### src/rtl/sha256_block_scheduler.sv
// sha256_block_scheduler: SHA-256 message padding and block sequencer.
// Accepts 32-bit big-endian message words, applies the 0x80 / zero-fill /
// 64-bit length padding, and hands 512-bit blocks to the compression core
// one at a time with a start/done handshake.
// Optional feature: define SHA256_SCHED_ABORT_EN to add the `abort` input
// and the DRAIN state that waits out an in-flight compression.
module sha256_block_scheduler #(
    parameter int unsigned LEN_W = 64
) (
    input  logic         clk,
    input  logic         rst,
`ifdef SHA256_SCHED_ABORT_EN
    input  logic         abort,
`endif
    input  logic         s_valid,
    output logic         s_ready,
    input  logic [31:0]  s_data,
    input  logic         s_last,
    input  logic [2:0]   s_bytes,
    output logic         core_start,
    output logic         core_init,
    output logic [511:0] core_block,
    input  logic         core_done,
    output logic         msg_done,
    output logic         busy
);

    typedef enum logic [2:0] {
        S_IDLE,
        S_FILL,
        S_PAD,
        S_LEN,
        S_ISSUE,
        S_WAIT
`ifdef SHA256_SCHED_ABORT_EN
        , S_DRAIN
`endif
    } state_t;

    state_t            r_state;
    state_t            w_state_nxt;

    logic [31:0]       r_words [16];
    logic [4:0]        r_idx;        // next word slot to write, 0..16
    logic [LEN_W-1:0]  r_len;        // message bit length so far
    logic              r_first;      // current block is the first of its message
    logic              r_need80;     // full last word taken, 0x80 word not yet written
    logic              r_wrap;       // pad byte landed in word 14/15: length goes in a further block
    logic              r_final;      // current block carries the length field
    logic              r_msg_done;

    logic              w_accept;
    logic [2:0]        w_nbytes;
    logic              w_short;
    logic [31:0]       w_last_word;
    logic [LEN_W-1:0]  w_len_inc;
    logic [63:0]       w_len64;
    logic              w_abort;

`ifdef SHA256_SCHED_ABORT_EN
    assign w_abort = abort;
`else
    assign w_abort = 1'b0;
`endif

    assign w_accept = s_valid && (r_state == S_FILL);
    assign w_nbytes = (s_bytes > 3'd4) ? 3'd4 : s_bytes;
    assign w_short  = s_last && (w_nbytes != 3'd4);
    assign w_len64  = 64'(r_len);

    // Word to store: a short last word keeps its top n bytes and takes the 0x80 marker in byte n
    always_comb begin
        w_last_word = s_data;
        if (w_short) begin
            unique case (w_nbytes)
                3'd0:    w_last_word = 32'h8000_0000;
                3'd1:    w_last_word = {s_data[31:24], 24'h80_0000};
                3'd2:    w_last_word = {s_data[31:16], 16'h8000};
                default: w_last_word = {s_data[31:8], 8'h80};
            endcase
        end
        w_len_inc = w_short ? LEN_W'({w_nbytes, 3'b000}) : LEN_W'(32);
    end

    // State register
    always_ff @(posedge clk) begin
        if (rst) begin
            r_state <= S_IDLE;
        end else begin
            r_state <= w_state_nxt;
        end
    end

    // Next-state and handshake outputs
    always_comb begin
        w_state_nxt = r_state;
        s_ready     = 1'b0;
        core_start  = 1'b0;
        core_init   = 1'b0;
        busy        = 1'b1;
        unique case (r_state)
            S_IDLE: begin
                busy = 1'b0;
                if (s_valid) w_state_nxt = S_FILL;
            end
            S_FILL: begin
                s_ready = 1'b1;
                if (w_accept) begin
                    if (s_last && (w_short || r_idx != 5'd15)) w_state_nxt = S_PAD;
                    else if (r_idx == 5'd15)                    w_state_nxt = S_ISSUE;
                end
            end
            S_PAD: begin
                if (!r_need80) begin
                    if (r_wrap && r_idx == 5'd16)       w_state_nxt = S_ISSUE;
                    else if (!r_wrap && r_idx == 5'd14) w_state_nxt = S_LEN;
                end
            end
            S_LEN: w_state_nxt = S_ISSUE;
            S_ISSUE: begin
                core_start  = 1'b1;
                core_init   = r_first;
                w_state_nxt = S_WAIT;
            end
            S_WAIT: begin
                core_init = r_first;
                if (core_done) begin
                    if (r_final)                  w_state_nxt = S_IDLE;
                    else if (r_wrap || r_need80)  w_state_nxt = S_PAD;
                    else                          w_state_nxt = S_FILL;
                end
            end
`ifdef SHA256_SCHED_ABORT_EN
            S_DRAIN: if (core_done) w_state_nxt = S_IDLE;
`endif
            default: w_state_nxt = S_IDLE;
        endcase
`ifdef SHA256_SCHED_ABORT_EN
        if (w_abort) begin
            unique case (r_state)
                S_FILL, S_PAD, S_LEN, S_ISSUE: w_state_nxt = S_IDLE;
                S_WAIT:  w_state_nxt = core_done ? S_IDLE : S_DRAIN;
                default: ;
            endcase
        end
`endif
    end

    assign msg_done = r_msg_done;

    // Block assembly: word 0 occupies the most significant 32 bits
    always_comb begin
        core_block = '0;
        for (int unsigned i = 0; i < 16; i++) begin
            core_block[511 - 32*i -: 32] = r_words[i];
        end
    end

    // Datapath: word store, index, length counter and padding flags
    always_ff @(posedge clk) begin
        if (rst) begin
            r_idx      <= '0;
            r_len      <= '0;
            r_first    <= 1'b1;
            r_need80   <= 1'b0;
            r_wrap     <= 1'b0;
            r_final    <= 1'b0;
            r_msg_done <= 1'b0;
            for (int unsigned i = 0; i < 16; i++) begin
                r_words[i] <= '0;
            end
        end else begin
            r_msg_done <= (r_state == S_WAIT) && core_done && r_final && !w_abort;
            unique case (r_state)
                S_IDLE: begin
                    r_idx    <= '0;
                    r_len    <= '0;
                    r_first  <= 1'b1;
                    r_need80 <= 1'b0;
                    r_wrap   <= 1'b0;
                    r_final  <= 1'b0;
                end
                S_FILL: begin
                    if (w_accept) begin
                        r_words[r_idx[3:0]] <= w_last_word;
                        r_idx <= r_idx + 5'd1;
                        r_len <= r_len + w_len_inc;
                        if (s_last) begin
                            if (w_short) r_wrap   <= (r_idx >= 5'd14);
                            else         r_need80 <= 1'b1;
                        end
                    end
                end
                S_PAD: begin
                    if (r_need80) begin
                        r_words[r_idx[3:0]] <= 32'h8000_0000;
                        r_need80 <= 1'b0;
                        r_wrap   <= (r_idx >= 5'd14);
                        r_idx    <= r_idx + 5'd1;
                    end else if (r_wrap ? (r_idx != 5'd16) : (r_idx != 5'd14)) begin
                        r_words[r_idx[3:0]] <= '0;
                        r_idx <= r_idx + 5'd1;
                    end
                end
                S_LEN: begin
                    r_words[14] <= w_len64[63:32];
                    r_words[15] <= w_len64[31:0];
                    r_final     <= 1'b1;
                end
                S_WAIT: begin
                    if (core_done) begin
                        r_first <= 1'b0;
                        r_idx   <= '0;
                        r_wrap  <= 1'b0;
                    end
                end
                default: ;
            endcase
        end
    end

endmodule
### config.mk
export PLATFORM = sky130hd
export DESIGN_NAME = sha256_block_scheduler
export DESIGN_NICKNAME = d
export VERILOG_FILES = /design/src/rtl/sha256_block_scheduler.sv
export SDC_FILE = /design/constraint.sdc
export NUM_CORES = 1
export LEC_CHECK = 0
export CORE_MARGIN = 2
export CORE_UTILIZATION = 49
export DETAILED_ROUTE_END_ITERATION = 10
export HOLD_SLACK_MARGIN = 0.02
export PLACE_DENSITY = 0.82
export REMOVE_ABC_BUFFERS = 1
export SLEW_MARGIN = 25
export SYNTH_ARGS = -nofsm -noshare
export SYNTH_HDL_FRONTEND = slang
export SYNTH_SLANG_ARGS = --single-unit
### constraint.sdc
create_clock -name clk -period 4.5 [get_ports clk]
set_input_delay 0.675 -clock clk [delete_from_list [all_inputs] [get_ports clk]]
set_output_delay 0.675 -clock clk [all_outputs]
set_load 0.02 [all_outputs]
==> results of run 1 <==
[worst max-delay path by stage]
| stage | from | end | slack (ps) | cells after the start |
|---|---|---|---|---|
| detailed placement | s_last | r_len[61] | 530 | 11 |
| floorplan | s_last | r_len[61] | 800 | 10 |
| finish | r_idx[0] | r_words[14][14] | 700 | 8 |
| global route | r_idx[0] | r_words[14][14] | 570 | 8 |
| global placement | s_last | r_len[61] | 560 | 11 |
| CTS | r_idx[0] | r_words[14][14] | 790 | 8 |
[logic make-up (layout without fill, tap and decap cells)]
family / after synthesis / in the layout
compound gates: 166 / 166
xor+xnor: 29 / 29
fa+ha+maj: 9 / 9
buf+inv: 145 / 757
flops: 586 / 586
mux: 3 / 3
other cells: 0 / 4
simple gates: 825 / 825
[flip-flops by register name, indices dropped and copies added, names as in the netlist]
register and count:
r_words 512, r_len 61, r_first 1, r_final 1, r_wrap 1, r_need80 1, msg_done 1, r_idx 5
r_state 3
[layer usage]
metal	track usage, %	up-vias
met5	0	-
met4	20.5	0
met3	5.66	249
met2	53.2	1242
met1	37.7	8169
li1	-	7327
[report_power, final]
part	switching [mW]	leakage, nW	total [mW]	internal (mW)
Clock	1.99	0.820	4.49	2.50
Combinational	0.828	4.17	1.25	0.427
Sequential	0.0773	5.89	6.16	6.08
Total	2.89	10.9	11.9	9.01
[layout by cell type (no fill, tap or decap), types with 21 or more instances in the layout]
cell type / netlist / final
edfxtp_1: 512 / 512
nand2_1: 139 / 138
nor2_1: 514 / 514
clkbuf_16: 0 / 56
a21oi_1: 41 / 40
buf_4: 0 / 79
xnor2_1: 27 / 27
dfxtp_1: 74 / 74
o21ai_0: 88 / 88
clkdlybuf4s50_1: 0 / 556
nand3_1: 43 / 42
or3_1: 22 / 22
inv_1: 21 / 21
[cell type report]
cell class / instances / area, µm²
timing repair buffer: 636 / 6180
clock buffer: 72 / 1490
sequential: 586 / 16900
clock inverter: 28 / 234
fill: 3105 / 14600
multi-input combinational: 1032 / 4900
inverter: 21 / 78.8
antenna: 4 / 10.0
tap: 600 / 751
[through the flow]
step | cells | area, µm²
global placement | 2875 | 28800
CTS | 2975 | 30500
floorplan | 1639 | 21800
global route | 2977 | 30500
finish | 2979 | 30500
detailed placement | 2875 | 28800
[tightest hold or removal path, delay by kind of cell (launching register included)]
| family | cells | cell delay [ps] |
|---|---|---|
| compound gates | 2 | 130 |
| flops | 1 | 320 |
==> out/results.md, run 1 <==
## Outcome
- **status** finished, final reports clean

## Logic synthesis
- **commonest register cell after synthesis** edfxtp_1
- **number of synthesized register bits** 586
- **Post-Synth Simple-Gate Area** 15.9%
- **synth top area cells** edfxtp_1, nor2_1, dfxtp_1, nand2_1, clkbuf_1
- **post-synthesis instance area** 22,300 µm²
- **Yosys top cell area share** 69.0%
- **fraction of registers with async set/reset** 0%
- **dominant combinational cell family by area after synthesis** simple AND/OR/NAND/NOR gates
- **Synth Area in Compound Gates** 4.19%
- **Ys Warns** 0
- **proportion of synthesized chip area in sequential cells** 75.7%
- **post-synthesis instance total** 1,763
- **number of unique standard cell types used by synthesis** 53
- **cell with the most instances after synthesis** nor2_1
- **share of synthesized cell area in full adder, half adder and majority cells** 0.539%
- **mean post-synth cell area** 12.6 µm²
- **most numerous cell types in the synthesized netlist** nor2_1, edfxtp_1, nand2_1
- **Yosys top cell by area** edfxtp_1
- **mux share of post-synthesis cell area** 0.140%
- **number of enable-type register cells in the synthesized netlist** 512
- **Synth Area in XOR/XNOR** 1.14%

## Finish
- **synth-to-layout area growth** 36.9%
- **post-route core utilization** 67.7%
- **net count of the finished layout** 2,381
- **fraction of layout cells with a size suffix above 1** 7.12%

## STA
- **worst rel slew slack** 30.8%
- **number of slew-limit violations in the final report** 0
- **final setup violation count** 0
- **Hold Slack** 498 ps
- **fraction of the cycle the final worst path needs** 84.5%
- **hold violation count in the final report** 0
- **setup repair after global routing missed its margin** no
- **Slew @ Worst Pin** 1040 ps
- **min cycle time layout** 3800 ps
- **max frequency** 0.263 GHz
- **worst-case setup margin in the final layout** 698 ps
- **final total negative setup slack** 0 ps
- **Post-Route Skew** 17.1 ps

## GRT
- **largest net degree at the start of global routing** 63
- **number of antenna violations at the first check in global routing** 3
- **global-route wire length before repair** 108,000 µm
- **number of global-route vias before repair** 16,100
- **All-Layer GR Usage** 31.7%
- **global route total overflow** 0

## Drt
- **DRC errors left** 0
- **routed wl met2** 37,500 µm
- **met1 layer wirelength in the final routing** 25,600 µm
- **Via density** 5.70
- **violation count after the first detailed-route iteration** 2,370
- **vias after detailed routing** 17,000
- **Met3 Wirelength** 7960 µm
- **count of nets left with antenna violations after detail routing** 0
- **Top Metal Used** met4
- **total wirelength of the detailed-routed design** 76,400 µm
- **average routed wire per standard cell** 25.7 µm
- **Pre-antenna DRT Iters** 6

## Min path
- **Min-Delay Startpoint** r_len[63]
- **classification of the worst-slack hold path** reg -> reg
- **number of stages on the worst hold path** 2
- **Min-Delay Endpoint** r_len[63]

## Power and ir drop
- **maximum vdd drop** 0.284 mV
- **overall power of the completed layout** 11.9 mW
- **P_leak** 10.9 nW
- **power density over the cells** 390 nW/µm²

## CTS
- **number of sinks on the clock net** 586
- **number of H-tree levels** 2
- **number of buffers inserted to repair setup after CTS** 0
- **insertion delay to the later sink of the worst-skew pair** 600 ps
- **deepest clock path buffer count** 3
- **CTS buffer count** 55
- **clock tree from TritonCTS** yes
- **clock transition at the registers of the reported paths** 70 ps
- **CTS hold repair buffers** 0
- **master cell of the clock root buffer** clkbuf_16
- **post-cts gate resize count** 0

## Placed design
- **global placement routability congestion** 0.892
- **pre-CTS setup slack** 532 ps
- **Port Buffer Count** 556
- **hpwl dp** 51,200 µm

## Worst setup path
- **category of the worst setup path capture point** flop
- **Required @ worst endpoint** 4860 ps
- **critical path, cell by cell** inv_1 -> ha_1 -> nor4bb_1 -> nand3b_1 -> nand2_1 -> buf_4 -> nand3_2 -> o21ai_0
- **worst endpoint data arrival time** 4160 ps
- **depth of the worst register-to-register path** 8
- **highest-delay cell along the critical path** nand3_2
- **RR Startpoint** r_idx[0]
- **Crit path max-delay family** simple AND/OR/NAND/NOR gates
- **Setup crit start kind** flop
- **start-to-end type of the worst setup path** reg -> reg
- **biggest cell delay along the critical path** 600 ps
- **Reg-to-Reg End** r_words[14][14]
- **worst-case register-to-register setup slack** 700 ps
- **buffers plus inverters on the worst setup path** 2
- **peak fanout along the critical path** 16

## Die
- **standard-cell rows** 78
- **Vert. Die Dim** 217 µm
- **core outline area** 45,100 µm²
- **I/O pins** 557
- **width of the chip** 217 µm
- **overall die area** 47,200 µm²
- **Initial Utilization** 49.4%

## Flow run
- **max-cap violation count** 0

Note: power is estimated with default switching activity, not from simulation.
==> run 2: changes to the inputs <==
==> constraint.sdc (replaced) <==
create_clock -name clk -period 3.6 [get_ports clk]
set_input_delay 0.54 -clock clk [delete_from_list [all_inputs] [get_ports clk]]
set_output_delay 0.54 -clock clk [all_outputs]
set_load 0.02 [all_outputs]
==> run 2 against run 1 <==
Net effect: sequential share of layout area shrank 0.78 points; non-clock buffer count rose by 32; core utilization is 0.97 points higher; wire length increased by 2.6%; clock-buffer cell count rose by 7; first-iteration DRC count grew 2.9%; critical endpoint is now r_words[12][9]; worst hold slack got worse by 2.8 ps; largest cell class unchanged.
==> out/results.md, run 2 (synthesis results as in run 1) <==
## Finish
- **post-route core utilization** 68.6%, +0.97 points
- **fraction of layout cells with a size suffix above 1** 8.78%, +1.7 points
- **synth-to-layout area growth** 38.9%
- **commonest cells after routing, fill and taps aside** clkdlybuf4s50_1, nor2_1, edfxtp_1
- **biggest registers after layout** r_words x512, r_len x61, r_idx x5
- **net count of the finished layout** 2,415, +1.4%
- **fin cells** 3,019, +1.3%
- **most common cell after layout, fill and taps aside** clkdlybuf4s50_1
- **final std cell area, no fill** 30,900 µm², +1.4%
- **number of flip-flops under the largest register name** 512, unchanged
- **most flop-heavy register** r_words
- **filler instances** 2,998, -3.4%

## Min path
- **number of stages on the worst hold path** 2, unchanged
- **classification of the worst-slack hold path** reg -> reg
- **Min-Delay Startpoint** r_len[63]

## STA
- **final setup violation count** 0, unchanged
- **min cycle time layout** 3320 ps, -481 ps
- **worst-case setup margin in the final layout** 279 ps, -419 ps
- **max frequency** 0.301 GHz, +14%
- **number of slew-limit violations in the final report** 0, unchanged
- **worst rel slew slack** 34.8%, +4.0 points
- **hold violation count in the final report** 0, unchanged
- **fraction of the cycle the final worst path needs** 92.3%, +7.8 points
- **Slew @ Worst Pin** 975 ps, -60.7 ps
- **Hold Slack** 495 ps, -2.85 ps
- **Post-Route Skew** 12.5 ps, -4.57 ps
- **setup repair after global routing missed its margin** no
- **final total negative setup slack** 0 ps, unchanged

## Power and ir drop
- **power density over the cells** 498 nW/µm², +27%
- **combinational share of power** 10.5%, about the same
- **switching fraction of total power** 24.2%, -0.043 points
- **maximum vdd drop** 0.389 mV, +37%
- **net switching component of the power** 3.73 mW, +29%
- **clock network fraction of design power** 39.6%, +1.9 points
- **Pint** 11.7 mW, +29%
- **P_leak** 11.1 nW, +2.5%
- **fraction of power consumed by sequential logic** 50.0%, -1.7 points
- **overall power of the completed layout** 15.4 mW, +29%

## CTS
- **insertion delay to the later sink of the worst-skew pair** 630 ps, +30 ps
- **clock transition at the registers of the reported paths** 60 ps, about the same
- **post-cts gate resize count** 0, unchanged
- **clock tree from TritonCTS** yes
- **master cell of the clock root buffer** clkbuf_16
- **CTS buffer count** 57, +3.6%
- **number of buffers inserted to repair setup after CTS** 0, unchanged
- **CTS hold repair buffers** 0, unchanged
- **number of sinks on the clock net** 586, unchanged
- **number of H-tree levels** 2, unchanged
- **deepest clock path buffer count** 3, unchanged

## GRT
- **All-Layer GR Usage** 32.3%, +0.64 points
- **number of antenna violations at the first check in global routing** 5, +2
- **largest net degree at the start of global routing** 63, unchanged
- **number of global-route vias before repair** 16,300, +1.3%
- **global route total overflow** 0, unchanged
- **global-route wire length before repair** 110,000 µm, +1.8%

## Drt
- **vias after detailed routing** 17,400, +2.5%
- **Top Metal Used** met5
- **average routed wire per standard cell** 26.0 µm, +1.2%
- **Pre-antenna DRT Iters** 6, unchanged
- **total wirelength of the detailed-routed design** 78,400 µm, +2.6%
- **DRC errors left** 0, unchanged
- **met1 layer wirelength in the final routing** 26,000 µm, +1.5%
- **count of nets left with antenna violations after detail routing** 0, unchanged
- **routed wl met2** 38,300 µm, +2.2%
- **violation count after the first detailed-route iteration** 2,438, +2.9%
- **Via density** 5.77, +1.1%
- **Met3 Wirelength** 8220 µm, +3.3%

## Worst setup path
- **start point of the critical path** r_idx[0]
- **cell type with the highest occurrence count on the critical path** buf_4
- **buffers plus inverters on the worst setup path** 3, +1
- **depth of the worst register-to-register path** 9, +1
- **worst endpoint data arrival time** 3770 ps, -390 ps
- **category of the worst setup path capture point** flop
- **RR Startpoint** r_idx[0]
- **start-to-end type of the worst setup path** reg -> reg
- **critical path, cell by cell** inv_1 -> ha_1 -> nor4bb_1 -> nand3b_1 -> nand2_1 -> buf_4 -> nand3_1 -> buf_4 -> nor2_1
- **Setup crit start kind** flop
- **biggest cell delay along the critical path** 610 ps, about the same
- **highest-delay cell along the critical path** nor4bb_1
- **peak fanout along the critical path** 6, -10
- **Required @ worst endpoint** 4050 ps, -810 ps
- **Crit path max-delay family** simple AND/OR/NAND/NOR gates
- **WP depth** 9, +1

## Die
- **width of the chip** 217 µm, unchanged
- **core outline area** 45,100 µm², unchanged
- **standard-cell rows** 78, unchanged
- **Initial Utilization** 49.4%, unchanged
- **I/O pins** 557, unchanged
- **Vert. Die Dim** 217 µm, unchanged
- **overall die area** 47,200 µm², unchanged

## Placed design
- **placed instance count** 2,907, +1.1%
- **hpwl dp** 53,700 µm, +5.1%
- **Port Buffer Count** 556, unchanged
- **pre-CTS setup slack** -220 ps, -752 ps
- **instance area after placement** 29,000 µm², +0.88%
- **global placement routability congestion** 0.921, +3.3%

## Outcome
- **status** finished, final reports clean

## Flow run
- **max-cap violation count** 0, unchanged

[run 2: cell count changes in the layout (fill, tap and decap cells not counted), moves of 2 or more]
cell        delta
clkbuf_8       +3
bufinv_16      +2
buf_4         +31
clkinv_2       +3
inv_6          +2
clkinv_1       -4
clkbuf_16      +3
clkinvlp_4     -4
[run 2: worst min-delay path: cells and delay by family (launching register included)]
| kind | cells | cell delay [ps] |
|---|---|---|
| AOI/OAI and AO/OA | 2 | 130 |
| DFF | 1 | 320 |
[run 2: routing by layer]
metal,global-route usage (%),vias up
met4,21.4,2
li1,-,7413
met1,38.7,8365
met5,0,-
met2,53.9,1333
met3,5.74,292
[run 2: layout make-up]
type | instances | area [µm²] | area share [%]
antenna | 4 | 10.0 | 0.0323
clock buffer | 79 | 1610 | 5.21
clock inverter | 29 | 300 | 0.970
inverter | 21 | 78.8 | 0.255
multi-input combinational | 1032 | 4900 | 15.8
sequential | 586 | 16900 | 54.5
tap | 600 | 751 | 2.43
timing repair buffer | 668 | 6430 | 20.8
[run 2: final timing paths]
| check | endpoint | slack (ps) |
|---|---|---|
| worst max register to register | r_words[12][9] | 280 |
| worst min-delay path | r_len[63] | 500 |
| worst min register to register | r_len[63] | 500 |
| worst max-delay path | r_words[12][9] | 280 |
[run 2: power by group through the flow]
stage | combinational (mW) | sequential, mW | clock (mW)
2_1_floorplan | 0.312 | 8.14 | 0
6_report | 1.61 | 7.69 | 6.09
3_3_place_gp | 1.56 | 7.82 | 0
3_5_place_dp | 1.58 | 7.84 | 0
5_1_grt | 1.64 | 7.71 | 6.40
4_1_cts | 1.59 | 7.69 | 6.13
==> run 3: changes to the inputs <==
--- a/config.mk
+++ b/config.mk
@@ -5,12 +5,14 @@
 export SDC_FILE = /design/constraint.sdc
 export NUM_CORES = 1
 export LEC_CHECK = 0
+export CAP_MARGIN = 5
 export CORE_MARGIN = 2
 export CORE_UTILIZATION = 49
 export DETAILED_ROUTE_END_ITERATION = 10
 export HOLD_SLACK_MARGIN = 0.02
 export PLACE_DENSITY = 0.82
 export REMOVE_ABC_BUFFERS = 1
+export SKIP_LAST_GASP = 1
 export SLEW_MARGIN = 25
 export SYNTH_ARGS = -nofsm -noshare
 export SYNTH_HDL_FRONTEND = slang
==> results of run 3 <==
Final layout, timing and power as in run 2 (identical DEF).
